File: config.mk
export PLATFORM = sky130hd
export DESIGN_NAME = rle_channel_scheduler
export DESIGN_NICKNAME = d
export VERILOG_FILES = /design/src/rtl/rle_channel_scheduler.sv
export SDC_FILE = /design/constraint.sdc
export NUM_CORES = 1
export LEC_CHECK = 0
export BUFFER_PORTS_ARGS = -buffer_cell sky130_fd_sc_hd__buf_2
export CORE_ASPECT_RATIO = 0.6
export CORE_UTILIZATION = 50
export CTS_BUF_LIST = sky130_fd_sc_hd__clkbuf_4
export CTS_CLUSTER_DIAMETER = 120
export DETAILED_ROUTE_END_ITERATION = 10
export GPL_ROUTABILITY_DRIVEN = 0
export PLACE_DENSITY_LB_ADDON = 0.05
export SYNTH_ARGS = -nofsm -noshare
export SYNTH_HDL_FRONTEND = slang
export SYNTH_SLANG_ARGS = --single-unit
File: constraint.sdc
create_clock -name clk -period 2.97 [get_ports clk]
set_input_delay 0.7425 -clock clk [delete_from_list [all_inputs] [get_ports clk]]
set_output_delay 0.7425 -clock clk [all_outputs]
set_load 0.05 [all_outputs]
File: src/rtl/rle_channel_scheduler.sv
// Round-robin packet arbiter feeding one shared run-length encoder.
// Emits (symbol, run) pairs tagged with their source channel and an end-of-packet flag.
module rle_channel_scheduler #(
    parameter int NCH     = 4,
    parameter int MAX_RUN = 15,
    localparam int CW     = (NCH > 1) ? $clog2(NCH) : 1
) (
    input  logic             clk,
    input  logic             reset,
    input  logic [NCH-1:0]   in_valid,
    input  logic [NCH-1:0]   in_last,
    input  logic [8*NCH-1:0] in_data,
    output logic [NCH-1:0]   in_ready,
    output logic             out_valid,
    input  logic             out_ready,
    output logic [7:0]       out_symbol,
    output logic [3:0]       out_run,
    output logic [CW-1:0]    out_chan,
    output logic             out_last
);
    typedef enum logic [1:0] {S_IDLE, S_RUN, S_FLUSH} state_t;

    state_t        state_q, state_d;
    logic [CW-1:0] chan_q, chan_d;
    logic [CW-1:0] rr_ptr_q, rr_ptr_d;
    logic [7:0]    sym_q, sym_d;
    logic [3:0]    cnt_q, cnt_d;
    logic          out_valid_q, out_valid_d;
    logic [7:0]    out_symbol_q, out_symbol_d;
    logic [3:0]    out_run_q, out_run_d;
    logic [CW-1:0] out_chan_q, out_chan_d;
    logic          out_last_q, out_last_d;

    logic          out_free;
    logic          loaded;
    logic [7:0]    data_arr [NCH];
    logic [7:0]    cur_data;
    logic          cur_valid;
    logic          cur_last;
    logic [2*NCH-1:0] req_dbl;
    logic [NCH-1:0]   req_rot;
    logic             grant_found;
    logic [CW-1:0]    grant_off;
    logic [CW:0]      grant_sum;
    logic [CW-1:0]    grant_chan;

    assign out_free = !out_valid_q || out_ready;

    genvar gi;
    generate
        for (gi = 0; gi < NCH; gi++) begin : g_chan
            assign data_arr[gi] = in_data[8*gi +: 8];
            assign in_ready[gi] = (state_q == S_RUN) && (chan_q == CW'(gi)) && out_free;
        end
    endgenerate

    assign cur_data  = data_arr[chan_q];
    assign cur_valid = in_valid[chan_q];
    assign cur_last  = in_last[chan_q];

    // Rotate requests so bit 0 is the channel at rr_ptr; lowest set bit wins.
    assign req_dbl = {in_valid, in_valid};
    assign req_rot = req_dbl[rr_ptr_q +: NCH];

    always_comb begin
        grant_found = 1'b0;
        grant_off   = '0;
        for (int k = NCH - 1; k >= 0; k--) begin
            if (req_rot[k]) begin
                grant_found = 1'b1;
                grant_off   = CW'(k);
            end
        end
        grant_sum = {1'b0, rr_ptr_q} + {1'b0, grant_off};
        if (grant_sum >= (CW+1)'(NCH)) begin
            grant_sum = grant_sum - (CW+1)'(NCH);
        end
        grant_chan = grant_sum[CW-1:0];
    end

    always_comb begin
        state_d      = state_q;
        chan_d       = chan_q;
        rr_ptr_d     = rr_ptr_q;
        sym_d        = sym_q;
        cnt_d        = cnt_q;
        out_valid_d  = out_valid_q && !out_ready;
        out_symbol_d = out_symbol_q;
        out_run_d    = out_run_q;
        out_chan_d   = out_chan_q;
        out_last_d   = out_last_q;
        loaded       = 1'b0;
        case (state_q)
            S_IDLE: begin
                if (grant_found) begin
                    chan_d   = grant_chan;
                    rr_ptr_d = (grant_chan == CW'(NCH - 1)) ? '0 : grant_chan + 1'b1;
                    sym_d    = '0;
                    cnt_d    = '0;
                    state_d  = S_RUN;
                end
            end
            S_RUN: begin
                if (cur_valid && out_free) begin
                    if (cnt_q == 4'd0) begin
                        sym_d = cur_data;
                        cnt_d = 4'd1;
                    end else if (cur_data == sym_q && cnt_q < 4'(MAX_RUN)) begin
                        cnt_d = cnt_q + 4'd1;
                    end else begin
                        out_valid_d  = 1'b1;
                        out_symbol_d = sym_q;
                        out_run_d    = cnt_q;
                        out_chan_d   = chan_q;
                        out_last_d   = 1'b0;
                        sym_d        = cur_data;
                        cnt_d        = 4'd1;
                        loaded       = 1'b1;
                    end
                    // A last byte that also closed a run leaves itself pending for FLUSH.
                    if (cur_last) begin
                        if (!loaded) begin
                            out_valid_d  = 1'b1;
                            out_symbol_d = sym_d;
                            out_run_d    = cnt_d;
                            out_chan_d   = chan_q;
                            out_last_d   = 1'b1;
                            cnt_d        = '0;
                            state_d      = S_IDLE;
                        end else begin
                            state_d = S_FLUSH;
                        end
                    end
                end
            end
            S_FLUSH: begin
                if (out_free) begin
                    out_valid_d  = 1'b1;
                    out_symbol_d = sym_q;
                    out_run_d    = 4'd1;
                    out_chan_d   = chan_q;
                    out_last_d   = 1'b1;
                    cnt_d        = '0;
                    state_d      = S_IDLE;
                end
            end
            default: state_d = S_IDLE;
        endcase
    end

    always_ff @(posedge clk) begin
        if (reset) begin
            state_q      <= S_IDLE;
            chan_q       <= '0;
            rr_ptr_q     <= '0;
            sym_q        <= '0;
            cnt_q        <= '0;
            out_valid_q  <= 1'b0;
            out_symbol_q <= '0;
            out_run_q    <= '0;
            out_chan_q   <= '0;
            out_last_q   <= 1'b0;
        end else begin
            state_q      <= state_d;
            chan_q       <= chan_d;
            rr_ptr_q     <= rr_ptr_d;
            sym_q        <= sym_d;
            cnt_q        <= cnt_d;
            out_valid_q  <= out_valid_d;
            out_symbol_q <= out_symbol_d;
            out_run_q    <= out_run_d;
            out_chan_q   <= out_chan_d;
            out_last_q   <= out_last_d;
        end
    end

    assign out_valid  = out_valid_q;
    assign out_symbol = out_symbol_q;
    assign out_run    = out_run_q;
    assign out_chan   = out_chan_q;
    assign out_last   = out_last_q;
endmodule

==> flow_summary_export.csv, run 1 <==
group,metric,value,unit
final_layout,layout-drive-gt1-share,29.6,%
clocking,post-cts-setup-buffer-count,0,
global_routing,use_met3,10.8,%
critical_path,r2r_start,"chan_q[1]",
min_path,min_path_type,"flip-flop to flip-flop",
timing,whs,495,ps
routing,dr.first_iter.drc_count,244,
global_routing,grt-ovfl-total,0,
logic_synthesis,yosysUniqueCellTypes,60,
power,peakVddDrop,0.468,mV
die,core,4780,um2
clocking,cts_tree,"yes",
logic_synthesis,synth_area_per_cell,8.59,um2
power,p_per_area,992,nW/um2
timing,min_period,2610,ps
critical_path,cp-start-kind,"flip-flop",
timing,relSlewSlack,63.5,%
timing,setup_viol_count_final,0,
critical_path,crit_fanout,11,
die,rows,19,
logic_synthesis,synthTopCellsByArea,"dfxtp_1 (26%), mux4_2 (7.8%), mux2i_1 (5.0%)",
logic_synthesis,synth_flop_cell,"dfxtp_1",
global_routing,use_met2,37.6,%
global_routing,grt_use_met1,41.7,%
die,chipWidth,94.9,um
logic_synthesis,yosysTopAreaCell,"dfxtp_1",
clocking,clk-insertion-delay-late,350,ps
placed_design,io_buffers,62,
timing,worstMarginPinSlew,546,ps
routing,wirelength,7.10,mm
clocking,cts-resized-gates,0,
timing,timing.clock.skew,11.1,ps
routing,route.detailed.drc,0,
routing,post_drt_via_cell_ratio,6.07,
global_routing,grt_max_degree,18,
clocking,path_clk_slew,120,ps
timing,max_freq,0.383,GHz
logic_synthesis,synth_area,2590,um2
global_routing,top_usage_layer,"met1",
final_layout,nNetsFinal,411,
timing,fin_crit_sh,87.9,%
logic_synthesis,synth_top_area_share,26.3,%
placed_design,hpwl,5.32,mm
clocking,clk_path_buf_depth,2,
clocking,cts-root-buf,"clkbuf_4",
status,outcome,"complete, no violations",
logic_synthesis,yosys-top-cells-count,"dfxtp_1 (34), nand2_1 (28), nor2_1 (24)",
critical_path,required,3210,ps
clocking,postCtsHoldBufs,0,
die,ios,63,
final_layout,diodes,0,
logic_synthesis,ys_ff_latch,34,
timing,setup_tns,0,ps
logic_synthesis,synth_nets,351,
logic_synthesis,yosysMostFrequentCell,"dfxtp_1",
critical_path,crit_start,"chan_q[1]",
timing,slew_viol_final,0,
timing,fin_ws,359,ps
logic_synthesis,async_flop_share,0,%
logic_synthesis,synth_edf_count,0,
die,die_h,57.7,um
global_routing,grt_antenna_before_repair,0,
die,start_util,54.1,%
global_routing,grt_pass1_wl,11.6,mm
global_routing,grt_use_total,28.0,%
clocking,ctsHtreeMaxLevel,2,
run,drv_cap,0,
die,die_area,5470,um2
final_layout,area_growth,16.4,%
timing,grt_setup_unrepaired,"false",
placed_design,pre_cts_ws,223,ps
logic_synthesis,ys_seq_area_share,26.3,%
critical_path,cp-end-kind,"flip-flop",
min_path,min_from,"out_run[1]",
clocking,cts_buffers,5,
final_layout,fin_util,63.0,%
critical_path,arrival,2850,ps
clocking,clock_sinks,34,
routing,drt-wirelength-per-cell,16.7,um
timing,hold_violations,0,
power,leakage,1.24,nW
critical_path,crit_type,"flip-flop to flip-flop",
logic_synthesis,synth_warnings,0,
routing,first_pass_iters,4,
power,power,2.99,mW
logic_synthesis,synthesis.instances,301,
routing,final_antenna_net_count,0,
global_routing,grt_pass1_vias,2302,
routing,vias,2579,
cell type report:
| class | count | area (um2) |
|---|---|---|
| fill | 450 | 1770 |
| multi-input combinational | 234 | 1750 |
| sequential | 34 | 681 |
| timing repair buffer | 75 | 408 |
| tap | 63 | 78.8 |
| inverter | 11 | 41.3 |
| clock buffer | 5 | 37.5 |
| clock inverter | 3 | 16.3 |
flip-flops by register name (all words and copies together) (netlist names):
register and flops:
sym_q 8, state_q 2, chan_q 2, out_valid 1, out_last 1, out_run 4, out_symbol 8, rr_ptr_q 2
cnt_q 4, out_chan 2
worst max-delay path, stage by stage (launching register included):
cell,delay [ps]
dfxtp_1,680
mux4_2,630
a21boi_0,280
a21oi_1,150
and2_1,330
a22oi_1,380
nor2_1,70
logic make-up after synthesis:
logic type	count (synthesis)	share of synthesized area (%)
AOI/OAI and AO/OA	71	20.2
xor gates and xnor gates	11	5.42
buffers and inverters	33	6.10
muxes	27	15.0
and+or+nand+nor	118	23.5
adders and majority gates	7	3.39
DFF	34	26.3
through the flow:
stage / area (um2) / instances
3_3_place_gp: 2960 / 417
6_report: 3010 / 425
3_5_place_dp: 2960 / 417
4_1_cts: 3010 / 425
2_1_floorplan: 2590 / 301
5_1_grt: 3010 / 425
where the power goes:
part | total, mW | switching [mW] | internal, mW
Sequential | 0.754 | 0.169 | 0.585
Combinational | 1.97 | 1.18 | 0.784
Clock | 0.265 | 0.176 | 0.0880
path summary, 6_finish.rpt:
check / endpoint / slack, ps / cells past startpoint
setup / recovery: sym_q[2] / 360 / 6
hold / removal: out_run[1] / 490 / 1
setup reg to reg: sym_q[2] / 360 / 6
hold reg to reg: out_run[1] / 490 / 1
cell usage in the layout, fill, tap and decap left out, drive strengths merged, types with 3 or more instances in the layout:
| master | synthesis | layout |
|---|---|---|
| and3 | 3 | 3 |
| nor3 | 14 | 14 |
| clkbuf | 15 | 5 |
| mux2 | 5 | 5 |
| a32o | 3 | 3 |
| nand2 | 29 | 29 |
| ha | 7 | 7 |
| xnor2 | 8 | 8 |
| nand3 | 14 | 14 |
| dfxtp | 34 | 34 |
| nor2b | 4 | 4 |
| a22oi | 8 | 8 |
| nor2 | 24 | 24 |
| inv | 10 | 10 |
| a32oi | 3 | 3 |
| buf | 7 | 75 |
| a311o | 5 | 5 |
| nand2b | 10 | 10 |
| mux2i | 13 | 13 |
| a21oi | 17 | 17 |
| nor4 | 5 | 5 |
| mux4 | 9 | 9 |
| clkinv | 1 | 3 |
| a221o | 3 | 3 |
| nand4 | 5 | 5 |
| o21ai | 10 | 10 |
routing by layer:
| metal | share of wire, % | vias to the layer above |
|---|---|---|
| li1 | - | 1254 |
| met1 | 50 | 1209 |
| met2 | 39 | 106 |
| met3 | 10 | 10 |
| met4 | 0.80 | 0 |
| met5 | 0 | - |
No activity file was read; power rests on OpenSTA's default activity.
==> inputs of run 2 (changes only) <==
--- a/config.mk
+++ b/config.mk
@@ -8,7 +8,6 @@
 export BUFFER_PORTS_ARGS = -buffer_cell sky130_fd_sc_hd__buf_2
 export CORE_ASPECT_RATIO = 0.6
 export CORE_UTILIZATION = 50
-export CTS_BUF_LIST = sky130_fd_sc_hd__clkbuf_4
 export CTS_CLUSTER_DIAMETER = 120
 export DETAILED_ROUTE_END_ITERATION = 10
 export GPL_ROUTABILITY_DRIVEN = 0
==> run 2 against run 1 <==
  * Critical path type unchanged
  * Die area did not move
  * Register-to-register slack lost 30 ps
  * Largest cell class unchanged
  * Final cell count is the same
  * Clock skew about the same
  * Critical path depth stayed put
  * Largest power group unchanged
==> flow_summary_export.csv, run 2 (synthesis results as in run 1) <==
group,metric,value,unit
status,outcome,"complete, no violations",
routing,first_pass_iters,7,
routing,route.detailed.drc,0,
clocking,post-cts-setup-buffer-count,0,
timing,timing.clock.skew,10.7,ps
routing,final_antenna_net_count,0,
routing,wirelength,7.15,mm
clocking,clk_path_buf_depth,2,
die,rows,19,
global_routing,grt_use_total,27.9,%
global_routing,grt_pass1_wl,11.6,mm
global_routing,grt-ovfl-total,0,
clocking,clk-insertion-delay-late,290,ps
critical_path,arrival,2810,ps
power,power,3.10,mW
critical_path,crit_start,"chan_q[1]",
global_routing,grt_max_degree,18,
global_routing,grt_pass1_vias,2306,
min_path,min_from,"out_run[1]",
placed_design,io_buffers,62,
die,start_util,54.1,%
critical_path,crit_fanout,11,
routing,drt-wirelength-per-cell,16.8,um
clocking,ctsHtreeMaxLevel,2,
timing,setup_viol_count_final,0,
timing,worstMarginPinSlew,547,ps
timing,setup_tns,0,ps
run,drv_cap,0,
die,ios,63,
routing,post_drt_via_cell_ratio,6.07,
clocking,path_clk_slew,80,ps
critical_path,required,3140,ps
min_path,min_path_type,"flip-flop to flip-flop",
clocking,cts-resized-gates,0,
final_layout,layout-drive-gt1-share,29.8,%
final_layout,area_growth,18.0,%
power,leakage,1.26,nW
timing,min_period,2640,ps
clocking,cts_buffers,5,
timing,fin_crit_sh,88.9,%
timing,slew_viol_final,0,
final_layout,nNetsFinal,411,
die,die_h,57.7,um
timing,max_freq,0.379,GHz
critical_path,cp-start-kind,"flip-flop",
routing,vias,2578,
clocking,postCtsHoldBufs,0,
die,die_area,5470,um2
placed_design,hpwl,5.32,mm
critical_path,crit_type,"flip-flop to flip-flop",
global_routing,grt_antenna_before_repair,0,
critical_path,cp-end-kind,"flip-flop",
timing,relSlewSlack,63.5,%
clocking,cts_tree,"yes",
die,core,4780,um2
die,chipWidth,94.9,um
clocking,clock_sinks,34,
power,peakVddDrop,0.510,mV
final_layout,most-common-layout-cells,"buf_2 (62), dfxtp_1 (34), nand2_1 (28), nor2_1 (24), a21oi_1 (16)",
timing,grt_setup_unrepaired,"false",
routing,dr.first_iter.drc_count,243,
critical_path,r2r_start,"chan_q[1]",
timing,hold_violations,0,
final_layout,diodes,0,
power,p_per_area,1020,nW/um2
final_layout,layout_commonest_cell,"buf_2",
timing,whs,485,ps
clocking,cts-root-buf,"clkbuf_8",
run 2: cell count changes in the layout (fill, tap and decap cells not counted), sizes merged:
cell / change
clkinv: -1
clkbuf: +1
run 2: layout make-up:
type	instances	area, um2
Multi-Input combinational cell	234	1750
Inverter	11	41.3
Sequential cell	34	681
Clock buffer	6	82.6
Timing Repair Buffer	75	408
Clock inverter	2	12.5
Tap cell	63	78.8
Fill cell	444	1730
run 2: critical path, stage by stage (launching register included):
cell	delay, ps
dfxtp_1	670
mux4_2	630
a21boi_0	280
a21oi_1	160
and2_1	330
a22oi_1	390
nor2_1	70
run 2: report_power, final:
part | leakage (nW) | switching [mW] | total, mW | internal, mW
logic | 0.935 | 1.18 | 1.97 | 0.784
clock network | 0.0472 | 0.189 | 0.375 | 0.187
registers | 0.277 | 0.169 | 0.755 | 0.586
run 2: stage by stage:
stage	instance area, um2	instances	utilization [%]	setup WS (ps)
finish	3050	425	63.9	328
global route	3050	425	63.9	203
CTS	3050	425	63.9	402
detailed placement	2960	417	61.9	223
global placement	2960	417	61.9	261
floorplan	2590	301	-	160
run 2: worst paths after layout:
kind | cells after the start | end | slack (ps)
max | 6 | sym_q[2] | 330
min | 1 | out_run[1] | 490
max reg2reg | 6 | sym_q[2] | 330
min reg2reg | 1 | out_run[1] | 490
run 2: routing by layer:
layer	track usage [%]	part of all wire (%)	vias to the layer above
met5	6.48	0	-
li1	-	-	1251
met2	38.0	40	124
met1	41.9	49	1199
met4	3.90	0.25	0
met3	10.2	10	4
==> inputs of run 3 (changes only) <==
--- a/config.mk
+++ b/config.mk
@@ -11,6 +11,7 @@
 export CTS_CLUSTER_DIAMETER = 120
 export DETAILED_ROUTE_END_ITERATION = 10
 export GPL_ROUTABILITY_DRIVEN = 0
+export MAX_ROUTING_LAYER = met4
 export PLACE_DENSITY_LB_ADDON = 0.05
 export SYNTH_ARGS = -nofsm -noshare
 export SYNTH_HDL_FRONTEND = slang
==> run 3 against run 2 <==
  * Flip-flop and latch count did not move
  * Largest cell class unchanged
  * Design area is the same
  * Maximum frequency up 1.6%
  * Clock power about the same
  * Combinational power barely moved
  * Sequential power is essentially flat
  * Routed wire length is 0.11% lower
  * Non-clock buffer count is the same
  * Power is essentially flat
  * Final cell count unchanged
  * Clock skew about the same
  * Sequential share of layout area unchanged
==> flow_summary_export.csv, run 3 (synthesis results as in run 1) <==
group,metric,value,unit
status,outcome,"complete, no violations",
critical_path,r2r_start,"chan_q[1]",
placed_design,placed_area,2960,um2
final_layout,diodes,0,
routing,drt-wirelength-per-cell,16.8,um
clocking,cts-root-buf,"clkbuf_8",
clocking,post-cts-setup-buffer-count,0,
critical_path,cp-start-kind,"flip-flop",
routing,final_antenna_net_count,0,
critical_path,worst_setup_path_endpoint,"sym_q[2]",
die,ios,63,
final_layout,most-common-layout-cells,"buf_2 (62), dfxtp_1 (34), nand2_1 (28), nor2_1 (24), a21oi_1 (16)",
final_layout,fin_area,3050,um2
timing,setup_tns,0,ps
clocking,clk_path_buf_depth,2,
die,start_util,54.1,%
timing,grt_setup_unrepaired,"false",
critical_path,ff2ff_setup_slack,370,ps
die,chipWidth,94.9,um
critical_path,r2r_cells,6,
critical_path,timing.rr.end,"sym_q[2]",
placed_design,hpwl,5.32,mm
global_routing,use_met2,38.1,%
routing,wirelength,7.14,mm
critical_path,crit_fanout,11,
die,die_area,5470,um2
routing,first_pass_iters,5,
timing,worstMarginPinSlew,551,ps
final_layout,nNetsFinal,411,
routing,post_drt_via_cell_ratio,6.04,
run,drv_cap,0,
global_routing,use_met3,10.5,%
critical_path,cp_slowest_cell,"dfxtp_1",
min_path,min_from,"out_run[1]",
global_routing,grt-ovfl-total,0,
critical_path,crit_type,"flip-flop to flip-flop",
clocking,cts-resized-gates,0,
die,core,4780,um2
timing,min_period,2600,ps
global_routing,grt_max_degree,18,
timing,timing.clock.skew,11.1,ps
placed_design,io_buffers,62,
critical_path,cp-end-kind,"flip-flop",
power,leakage,1.26,nW
power,p_per_area,1010,nW/um2
global_routing,grt_antenna_before_repair,0,
global_routing,grt_pass1_wl,11.6,mm
critical_path,arrival,2770,ps
critical_path,required,3140,ps
final_layout,area_growth,18.0,%
final_layout,layout_commonest_cell,"buf_2",
power,peakVddDrop,0.509,mV
global_routing,grt_use_total,28.8,%
timing,setup_viol_count_final,0,
timing,fin_crit_sh,87.5,%
clocking,cts_tree,"yes",
clocking,postCtsHoldBufs,0,
clocking,ctsHtreeMaxLevel,2,
die,rows,19,
critical_path,cpPeakStageDelay,670,ps
routing,vias,2566,
timing,slew_viol_final,0,
timing,max_freq,0.385,GHz
critical_path,crit_chain,"mux4_2 > a21boi_0 > a21oi_1 > and2_1 > a22oi_1 > nor2_1",
global_routing,grt_use_met1,42.2,%
routing,dr.first_iter.drc_count,258,
timing,hold_violations,0,
critical_path,crit_start,"chan_q[1]",
clocking,clk-insertion-delay-late,290,ps
timing,relSlewSlack,63.2,%
global_routing,top_usage_layer,"met1",
routing,route.detailed.drc,0,
min_path,min_path_type,"flip-flop to flip-flop",
clocking,cts_buffers,5,
die,die_h,57.7,um
clocking,clock_sinks,34,
clocking,path_clk_slew,80,ps
global_routing,grt_pass1_vias,2301,
final_layout,layout-drive-gt1-share,29.8,%
[run 3: metal layers]
layer / wire, um / share of wire [%]
met5: 0 / 0
met4: 42 / 0.59
met3: 708 / 9.9
met2: 2800 / 39
met1: 3590 / 50
[run 3: worst min-delay path by stage]
stage                  to  slack, ps  depth (start not counted)
2_1_floorplan    cnt_q[1]        460                          2
3_3_place_gp   out_run[1]        460                          1
3_5_place_dp   out_run[1]        470                          1
4_1_cts        out_run[1]        490                          1
5_1_grt        out_run[1]        510                          1
6_report       out_run[1]        480                          1
[run 3: where the power goes]
| group | internal [mW] | switching, mW | total [mW] |
|---|---|---|---|
| clock | 0.187 | 0.187 | 0.373 |
| sequential | 0.586 | 0.169 | 0.755 |
| combinational | 0.784 | 1.18 | 1.97 |
[run 3: area by class of cell]
type,count,area [um2]
timing repair buffer,75,408
clock buffer,6,82.6
inverter,11,41.3
fill,444,1730
tap,63,78.8
multi-input combinational,234,1750
clock inverter,2,12.5
sequential,34,681
[run 3: through the flow]
stage / total power [mW] / setup slack, ps / hold slack, ps / util [%] / cells
after floorplan: 2.26 / 160 / 462 / - / 301
after CTS: 3.07 / 402 / 489 / 63.9 / 425
after global placement: 2.68 / 261 / 458 / 61.9 / 417
after global routing: 3.29 / 203 / 512 / 63.9 / 425
after detailed placement: 2.70 / 223 / 470 / 61.9 / 417
final: 3.10 / 370 / 485 / 63.9 / 425
[run 3: critical path: cells and delay by family, from the launching register on]
family	cells	cell delay (ps)
flip-flops	1	670
multiplexers	1	630
AO/OA/AOI/OAI	3	800
AND/OR/NAND/NOR	2	390
